`config.mk`:
```
export PLATFORM = sky130hd
export DESIGN_NAME = timer_arbiter_flat
export DESIGN_NICKNAME = d
export VERILOG_FILES = /design/src/rtl/timer_arbiter_if.sv /design/src/rtl/timer_arbiter.sv /design/src/flat_wrapper.sv
export SDC_FILE = /design/constraint.sdc
export NUM_CORES = 1
export LEC_CHECK = 0
export BUFFER_PORTS_ARGS = -buffer_cell sky130_fd_sc_hd__buf_2
export CAP_MARGIN = 5
export CELL_PAD_IN_SITES_DETAIL_PLACEMENT = 0
export CELL_PAD_IN_SITES_GLOBAL_PLACEMENT = 1
export CORE_UTILIZATION = 36
export CTS_BUF_LIST = sky130_fd_sc_hd__clkbuf_4 sky130_fd_sc_hd__clkbuf_8 sky130_fd_sc_hd__clkbuf_16
export DETAILED_ROUTE_END_ITERATION = 7
export PLACE_DENSITY = 0.92
export SYNTH_ARGS = -nofsm -noshare
export SYNTH_HDL_FRONTEND = slang
export SYNTH_SLANG_ARGS = --single-unit
```
`constraint.sdc`:
```
create_clock -name clock -period 5.6 [get_ports clock]
set_input_delay 0.56 -clock clock [delete_from_list [all_inputs] [get_ports clock]]
set_output_delay 0.56 -clock clock [all_outputs]
set_load 0.02 [all_outputs]
```
`src/rtl/timer_arbiter_if.sv`:
```
// Request/grant bundle between game-logic requesters and the shared countdown timer.
// master = requester side (drives req/req_len), slave = timer side (drives grant/status).
interface timer_arbiter_if #(
  parameter int NUM_REQ = 4,
  parameter int LEN_W   = 32
) ();
  localparam int OW = (NUM_REQ > 1) ? $clog2(NUM_REQ) : 1;

  logic [NUM_REQ-1:0]       req;
  logic [NUM_REQ*LEN_W-1:0] req_len;
  logic [NUM_REQ-1:0]       grant;
  logic [NUM_REQ-1:0]       done;
  logic                     busy;
  logic [OW-1:0]            owner;
  logic [LEN_W-1:0]         remaining;

  modport master (
    output req, req_len,
    input  grant, done, busy, owner, remaining
  );

  modport slave (
    input  req, req_len,
    output grant, done, busy, owner, remaining
  );
endinterface

```
`src/rtl/timer_arbiter.sv`:
```
// Round-robin shared seconds countdown; grant 1 cycle after req, held L*CYCLES_PER_SEC+1 cycles, then 1-cycle done.
// No backpressure: req is level-held by the owner; with TIMER_ARBITER_ABORT_EN the owner may drop req to abort the run.
module timer_arbiter #(
  parameter int NUM_REQ        = 4,
  parameter int CYCLES_PER_SEC = 50000000,
  parameter int LEN_W          = 32
) (
  input  logic           clock,
  input  logic           reset,
  timer_arbiter_if.slave bus
);
  localparam int OW = (NUM_REQ > 1) ? $clog2(NUM_REQ) : 1;
  localparam int PW = (CYCLES_PER_SEC > 1) ? $clog2(CYCLES_PER_SEC) : 1;
  localparam logic [PW-1:0]      PRESC_MAX = PW'(CYCLES_PER_SEC - 1);
  localparam logic [OW-1:0]      LAST_IDX  = OW'(NUM_REQ - 1);
  localparam logic [NUM_REQ-1:0] ONE_HOT0  = NUM_REQ'(1);

  typedef enum logic [1:0] {
    ST_IDLE,
    ST_RUN,
    ST_DONE
  } state_t;

  state_t           state_q, state_d;
  logic [OW-1:0]    ptr_q, ptr_d;
  logic [OW-1:0]    owner_q, owner_d;
  logic [LEN_W-1:0] remaining_q, remaining_d;
  logic [PW-1:0]    presc_q, presc_d;

  logic             any_req;
  logic [OW-1:0]    win_idx;
  logic [LEN_W-1:0] win_len;
  logic [OW-1:0]    next_ptr;
  logic [OW:0]      scan_idx;

  // Scan from the pointer upward with wrap; the first set bit wins.
  always_comb begin
    any_req  = 1'b0;
    win_idx  = '0;
    scan_idx = '0;
    for (int k = 0; k < NUM_REQ; k++) begin
      scan_idx = {1'b0, ptr_q} + (OW+1)'(k);
      if (scan_idx >= (OW+1)'(NUM_REQ)) begin
        scan_idx = scan_idx - (OW+1)'(NUM_REQ);
      end
      if (!any_req && bus.req[scan_idx[OW-1:0]]) begin
        any_req = 1'b1;
        win_idx = scan_idx[OW-1:0];
      end
    end
  end

  always_comb begin
    win_len = '0;
    for (int i = 0; i < NUM_REQ; i++) begin
      if (win_idx == OW'(i)) begin
        win_len = bus.req_len[i*LEN_W +: LEN_W];
      end
    end
  end

  // The finishing owner drops to lowest priority on the next arbitration.
  assign next_ptr = (owner_q == LAST_IDX) ? '0 : owner_q + OW'(1);

  always_comb begin
    state_d     = state_q;
    ptr_d       = ptr_q;
    owner_d     = owner_q;
    remaining_d = remaining_q;
    presc_d     = presc_q;
    case (state_q)
      ST_IDLE: begin
        if (any_req) begin
          state_d     = ST_RUN;
          owner_d     = win_idx;
          remaining_d = win_len;
          presc_d     = '0;
        end
      end
      ST_RUN: begin
`ifdef TIMER_ARBITER_ABORT_EN
        if (!bus.req[owner_q]) begin
          state_d     = ST_IDLE;
          remaining_d = '0;
          presc_d     = '0;
          ptr_d       = next_ptr;
        end else
`endif
        if (remaining_q == '0) begin
          state_d = ST_DONE;
        end else if (presc_q == PRESC_MAX) begin
          presc_d     = '0;
          remaining_d = remaining_q - LEN_W'(1);
        end else begin
          presc_d = presc_q + PW'(1);
        end
      end
      ST_DONE: begin
        state_d = ST_IDLE;
        ptr_d   = next_ptr;
        presc_d = '0;
      end
      default: begin
        state_d = ST_IDLE;
      end
    endcase
  end

  always_ff @(posedge clock or posedge reset) begin
    if (reset) begin
      state_q     <= ST_IDLE;
      ptr_q       <= '0;
      owner_q     <= '0;
      remaining_q <= '0;
      presc_q     <= '0;
    end else begin
      state_q     <= state_d;
      ptr_q       <= ptr_d;
      owner_q     <= owner_d;
      remaining_q <= remaining_d;
      presc_q     <= presc_d;
    end
  end

  // Outputs decode straight from state flops so reset clears them without a clock edge.
  assign bus.grant     = (state_q == ST_RUN)  ? (ONE_HOT0 << owner_q) : '0;
  assign bus.done      = (state_q == ST_DONE) ? (ONE_HOT0 << owner_q) : '0;
  assign bus.busy      = (state_q != ST_IDLE);
  assign bus.owner     = owner_q;
  assign bus.remaining = remaining_q;

endmodule

```
`src/flat_wrapper.sv`:
```
// flat-port wrapper written by rule: the top's interface ports become plain ports
module timer_arbiter_flat 
#(
  parameter int NUM_REQ        = 4,
  parameter int CYCLES_PER_SEC = 50000000,
  parameter int LEN_W          = 32
)
  (clock, reset, bus_req, bus_req_len, bus_grant, bus_done, bus_busy, bus_owner, bus_remaining);
  timer_arbiter_if #(.NUM_REQ(NUM_REQ), .LEN_W(LEN_W)) bus_i ();
  input  logic clock;
  input  logic reset;
  input wire logic [$bits(bus_i.req)-1:0] bus_req;
  input wire logic [$bits(bus_i.req_len)-1:0] bus_req_len;
  output wire logic [$bits(bus_i.grant)-1:0] bus_grant;
  output wire logic [$bits(bus_i.done)-1:0] bus_done;
  output wire logic [$bits(bus_i.busy)-1:0] bus_busy;
  output wire logic [$bits(bus_i.owner)-1:0] bus_owner;
  output wire logic [$bits(bus_i.remaining)-1:0] bus_remaining;
  assign bus_i.req = bus_req;
  assign bus_i.req_len = bus_req_len;
  assign bus_grant = bus_i.grant;
  assign bus_done = bus_i.done;
  assign bus_busy = bus_i.busy;
  assign bus_owner = bus_i.owner;
  assign bus_remaining = bus_i.remaining;
  timer_arbiter #(.NUM_REQ(NUM_REQ), .CYCLES_PER_SEC(CYCLES_PER_SEC), .LEN_W(LEN_W)) u_core (.clock(clock), .reset(reset), .bus(bus_i));
endmodule
```
# ---- After elaboration in Yosys (flattened, before gate mapping)
# Index checks and enable logic that the tools add are counted.
dict set report totals {
  regBits 64
  wordCells 89
}
dict set report op_classes {
  mux 38
  addsub 10
  n_reduce_logical 16
  eq_ne 11
  n_shift 1
  n_lt_le_gt_ge 8
}
# cell count
set ops {}
lappend ops {{$mux W32} 7}
lappend ops {{$mux W26} 3}
lappend ops {{$pmux W26 S3} 1}
lappend ops {{$pmux W32 S2} 1}
lappend ops {{$logic_not A32 Y1} 1}
lappend ops {{$sub A32 B1 Y32 const B} 1}
lappend ops {{$add A26 B1 Y26 const B} 1}
lappend ops {{$eq A26 B26 Y1 const B} 1}
lappend ops {{$mux W2} 11}
lappend ops {{$lt A2 B3 Y1 const B} 4}
lappend ops {{$ge A3 B3 Y1 const B} 3}
lappend ops {{$bmux W1 S2} 4}
lappend ops {{$eq A2 B2 Y1 const B} 4}
lappend ops {{$mux W1} 8}
lappend ops {{$mux W4} 2}
lappend ops {{$sub A2 B1 Y2 const B} 4}
lappend ops {{$add A2 B2 Y3 const B} 2}
lappend ops {{$ne A2 B1 Y1 const B} 3}
lappend ops {{$eq A2 B1 Y1 const B} 2}
lappend ops {{$logic_not A2 Y1} 2}
lappend ops {{$pmux W2 S2} 1}
lappend ops {{$reduce_and A2 Y1} 2}
lappend ops {{$reduce_and A4 Y1} 1}
lappend ops {{$reduce_bool A2 Y1} 2}
lappend ops {{other kinds (9)} 13}

# ---- Depth between registers and ports, before layout
dict set report depth {
  ltp_word 21
  mapped_depth 11
  mapped_depth_nobuf 9
}

# ---- Worst setup path before layout
# No wires, ideal clock.
dict set report synth_timing {
  kind {reg-to-reg}
  from {reg u_core.remaining_q[0] (netlist: u_core.bus.remaining[0])}
  to {reg u_core.presc_q[20]}
  arrival_time_ns 2.305
  slack_ns 3.170
  required_time_ns 5.475
  synth_period_minus_slack_ns 2.430
  path_buffers 0
  setup_ns 0.125
  path_stages_with_launch 8
  path_cell_list {dfrtp_1 > inv_1 > ha_1 > or4b_2 > or4_4 > nand3_2 > nor2_1 > mux2_2}
}
dict set report synth_between {
  elab_chain_cells 3
}
# item line
set synth_rtl {}
lappend synth_rtl {{start: declaration} timer_arbiter.sv:27} ;# logic [LEN_W-1:0] remaining_q, remaining_d;
lappend synth_rtl {{start signal: assignment} timer_arbiter.sv:120} ;# remaining_q <= remaining_d;
lappend synth_rtl {{$logic_not A32 Y1} timer_arbiter.sv:89} ;# if (remaining_q == '0) begin
lappend synth_rtl {{$ne A2 B2 Y1 (no source line)} --}
lappend synth_rtl {{$reduce_and A3 Y1 (no source line)} --}
lappend synth_rtl {{end signal: assignment} timer_arbiter.sv:121} ;# presc_q <= presc_d;
lappend synth_rtl {{end: declaration} timer_arbiter.sv:28} ;# logic [PW-1:0] presc_q, presc_d;
# No other way between the ends.
# A chain may end at the register's enable or synchronous reset.

# ---- Worst setup path after layout
dict set report layout_timing {
  from {reg u_core.remaining_q[0] (netlist: u_core.bus.remaining[0])}
  to {reg u_core.remaining_q[18] (netlist: u_core.bus.remaining[18])}
}
dict set report layout_between {
  elab_chain_cells 4
  word_cells_on_any_way 7
}
# item line
set layout_rtl {}
lappend layout_rtl {{$sub A32 B1 Y32} timer_arbiter.sv:93} ;# remaining_d = remaining_q - LEN_W'(1);
lappend layout_rtl {{$mux W32} timer_arbiter.sv:91} ;# end else if (presc_q == PRESC_MAX) begin
lappend layout_rtl {{$mux W32} timer_arbiter.sv:89}
lappend layout_rtl {{$pmux W32 S2} timer_arbiter.sv:71} ;# case (state_q)
# Parallel ways exist; a longest one is shown, timed or not. The select of a mux whose other input is x is not followed.

==> results.json <==
{
  "port_buffers": 176,
  "grt_pass1_wl_mm": 25.9,
  "route.detailed.drc": 0,
  "drt_wl_total_mm": 16.8,
  "cp_num_buf_inv": 1,
  "die_y_um": 119,
  "drive_gt1_share_pct": 31.3,
  "ys_seq_area_share_pct": 32.3,
  "finalNetCount": 893,
  "drtIter0Drc": 385,
  "clk_pin_slew_ps": 60,
  "worst_ep_required_time_ps": 5820,
  "fill_cells": 1321,
  "clk_latency_ps": 340,
  "vias_per_cell": 5.71,
  "max_freq_mhz": 335,
  "cts-resized-gates": 0,
  "cp-end-kind": "register",
  "finalSetupViolCount": 0,
  "crit_family": "simple AND/OR/NAND/NOR gates",
  "cp-startpoint": "u_core.bus.remaining[0]",
  "post-route-period-util_pct": 53.4,
  "antenna_found_initial": 0,
  "synth_seq_cells": 64,
  "cts_buffers": 9,
  "r2r_end": "u_core.bus.remaining[18]",
  "area_growth_pct": 25.9,
  "dp_cells": 917,
  "crit_fanout": 33,
  "p_clk_share_pct": 46.3,
  "pwr_density_cell_nw_per_um2": 196,
  "p_sw_uw": 313,
  "syn_area_per_cell_sq_um": 8.34,
  "dp_hpwl_mm": 12.3,
  "max_slew_margin_pct": 22.5,
  "fin_setup_tns_ps": 0,
  "syn_nets": 735,
  "crit_type": "reg2reg",
  "post-synth-top-count-cell": "dfrtp_1",
  "cts.sinks": 64,
  "drt.antenna.violating_nets": 0,
  "hold_class": "in2async",
  "place_congestion": 0.889,
  "yosys.area.top_type_share_pct": 32.3,
  "grt_pass1_vias": 4885,
  "finalNonFillerCells": 932,
  "switching_share_pct": 25.6,
  "routedWlPerCell_um": 18.0,
  "overflow": 0,
  "synthDistinctLibCells": 72,
  "cpPeakStageDelay_ps": 760,
  "diodes": 0,
  "crit_path_top_delay_cell": "nand2_1",
  "comb_power_share_pct": 14.8,
  "cp.arrival_ps": 3210,
  "ir_worst_vdd_v": 0.000108,
  "ys.flop_type": "dfrtp_1",
  "synthCells": 594,
  "r2r-start": "u_core.bus.remaining[0]",
  "skew_ps": 11.0,
  "rsz0062_at_grt": "false",
  "period_needed_ps": 2990,
  "p_int_uw": 908,
  "async_flop_share_pct": 100,
  "synth_edf_count": 0,
  "status": "completed",
  "cap_viol_max_count": 0,
  "worst-path-stages": 8,
  "die_x_um": 119,
  "fp.coreArea_sq_um": 13300,
  "cts_root_buf": "clkbuf_16",
  "startpoint_type": "register",
  "power_mw": 1.22,
  "vias": 5321,
  "path_cells": "inv_1 > ha_1 > or4b_2 > nor4_4 > o21ai_2 > nand2_1 > nor2_1 > o221a_2",
  "grt_max_degree": 65,
  "yosys-top-cells-area": "dfrtp_1 (32%), mux2i_1 (7.9%), o21ai_0 (6.2%)",
  "slew_violations": 0,
  "cts_buffer_depth": 2,
  "yosysTopAreaCell": "dfrtp_1",
  "fp.dieArea_sq_um": 14200,
  "num_rows": 42,
  "post_cts_buffers": 0,
  "synth_warnings": 0,
  "htree_levels": 3,
  "cts_tree": "done",
  "design_area_sq_um": 6230,
  "start_util_pct": 37.1,
  "hold_viol": 0,
  "rr_worst_depth": 8,
  "rrSetupSlack_ps": 2610,
  "synth_commonest_cells": "dfrtp_1 (64), o21ai_0 (61), a21oi_1 (57), nor2_1 (57), nand2_1 (56)",
  "cts_hold_buf": 0,
  "syn_area_sq_um": 4950,
  "setup.worst_path.end": "u_core.bus.remaining[18]",
  "placed_area_sq_um": 5940,
  "leakagePower_nw": 2.74,
  "firstDrtPassIters": 6,
  "io_pins": 177,
  "worst_pin_slew_ps": 1160,
  "grtUsageTotal_pct": 23.2,
  "seq_power_share_pct": 38.9
}
==> per-stage QoR <==
stage / hold slack [ps] / setup slack, ps / utilization [%]
finish: 471 / 2610 / 46.7
global route: 531 / 2440 / 46.7
CTS: 496 / 2600 / 46.7
detailed placement: 496 / 2570 / 44.5
global placement: 493 / 2640 / 44.5
floorplan: 458 / 3170 / -
==> metal layers <==
metal | track usage, % | wire, um | vias to the layer above
met5 | 0 | 0 | -
met4 | 8.23 | 339 | 0
met3 | 5.22 | 1240 | 21
met2 | 39.8 | 8280 | 215
met1 | 28.3 | 6900 | 2535
li1 | - | - | 2550
==> how the worst min path moves through the flow <==
stage                        from                 end  cells past startpoint
2_1_floorplan  u_core.presc_q[22]  u_core.presc_q[22]                      1
3_3_place_gp   u_core.presc_q[22]  u_core.presc_q[22]                      1
3_5_place_dp    u_core.presc_q[6]   u_core.presc_q[6]                      1
4_1_cts                     reset  u_core.presc_q[21]                      3
5_1_grt        u_core.presc_q[22]  u_core.presc_q[22]                      1
6_report                    reset  u_core.presc_q[22]                      3
==> cells in the final DEF, fill, tap and decap left out, types with 3 or more instances in the layout <==
cell       netlist  routed
o21ai_0         61      61
nor3_1          17      17
nor4_4           5       5
a32oi_1          3       3
a221oi_1         5       5
o22ai_1          4       4
a31oi_1          7       7
xor2_1           7       7
buf_2           11     176
nand3_1         26      26
nand4_1         10      10
mux2_2           7       7
buf_4            3       7
a21oi_1         57      57
mux2i_1         39      39
nor2_1          57      57
o31ai_1          8       8
clkbuf_16        0       9
dfrtp_1         64      64
and4_1           3       3
and2_1           9       9
inv_1           12      11
nor4_1           7       7
xnor2_1          4       4
o221ai_1        12      12
ha_1             7       7
nand2_1         56      56
and3_1           7       7
or3_1            3       3
or4_1            3       3
==> tightest hold or removal path: cells and delay by family <==
kind | cells | cell delay, ps
buf+inv | 3 | 770
==> state kept, by name, indices dropped and copies added (netlist names) <==
signal                count
u_core.bus.remaining     32
u_core.presc_q           26
u_core.bus.owner          2
u_core.ptr_q              2
u_core.state_q            2
==> cell type report <==
class	count	area, sq um	area share [%]
clock inverter	3	42.5	0.682
clock buffer	12	254	4.07
multi-input combinational	482	3140	50.3
tap	176	220	3.53
timing repair buffer	183	933	15.0
inverter	12	45.0	0.723
sequential	64	1600	25.7
==> cells by family after synthesis <==
| kind of cell | Yosys count | synth area share, % |
|---|---|---|
| adders and majority gates | 7 | 1.77 |
| and+or+nand+nor | 231 | 26.2 |
| AOI/OAI and AO/OA | 187 | 23.5 |
| xor gates and xnor gates | 11 | 1.95 |
| muxes | 46 | 9.48 |
| DFF | 64 | 32.3 |
| buffers and inverters | 48 | 4.75 |
==> power by group through the flow <==
stage	Clock, mW	Sequential [mW]	Combinational [mW]
6_report	0.565	0.476	0.181
2_1_floorplan	0	0.488	0.0907
5_1_grt	0.595	0.476	0.197
3_3_place_gp	0	0.483	0.181
4_1_cts	0.575	0.475	0.181
3_5_place_dp	0	0.483	0.180
Note: power is estimated with default switching activity, not from simulation.
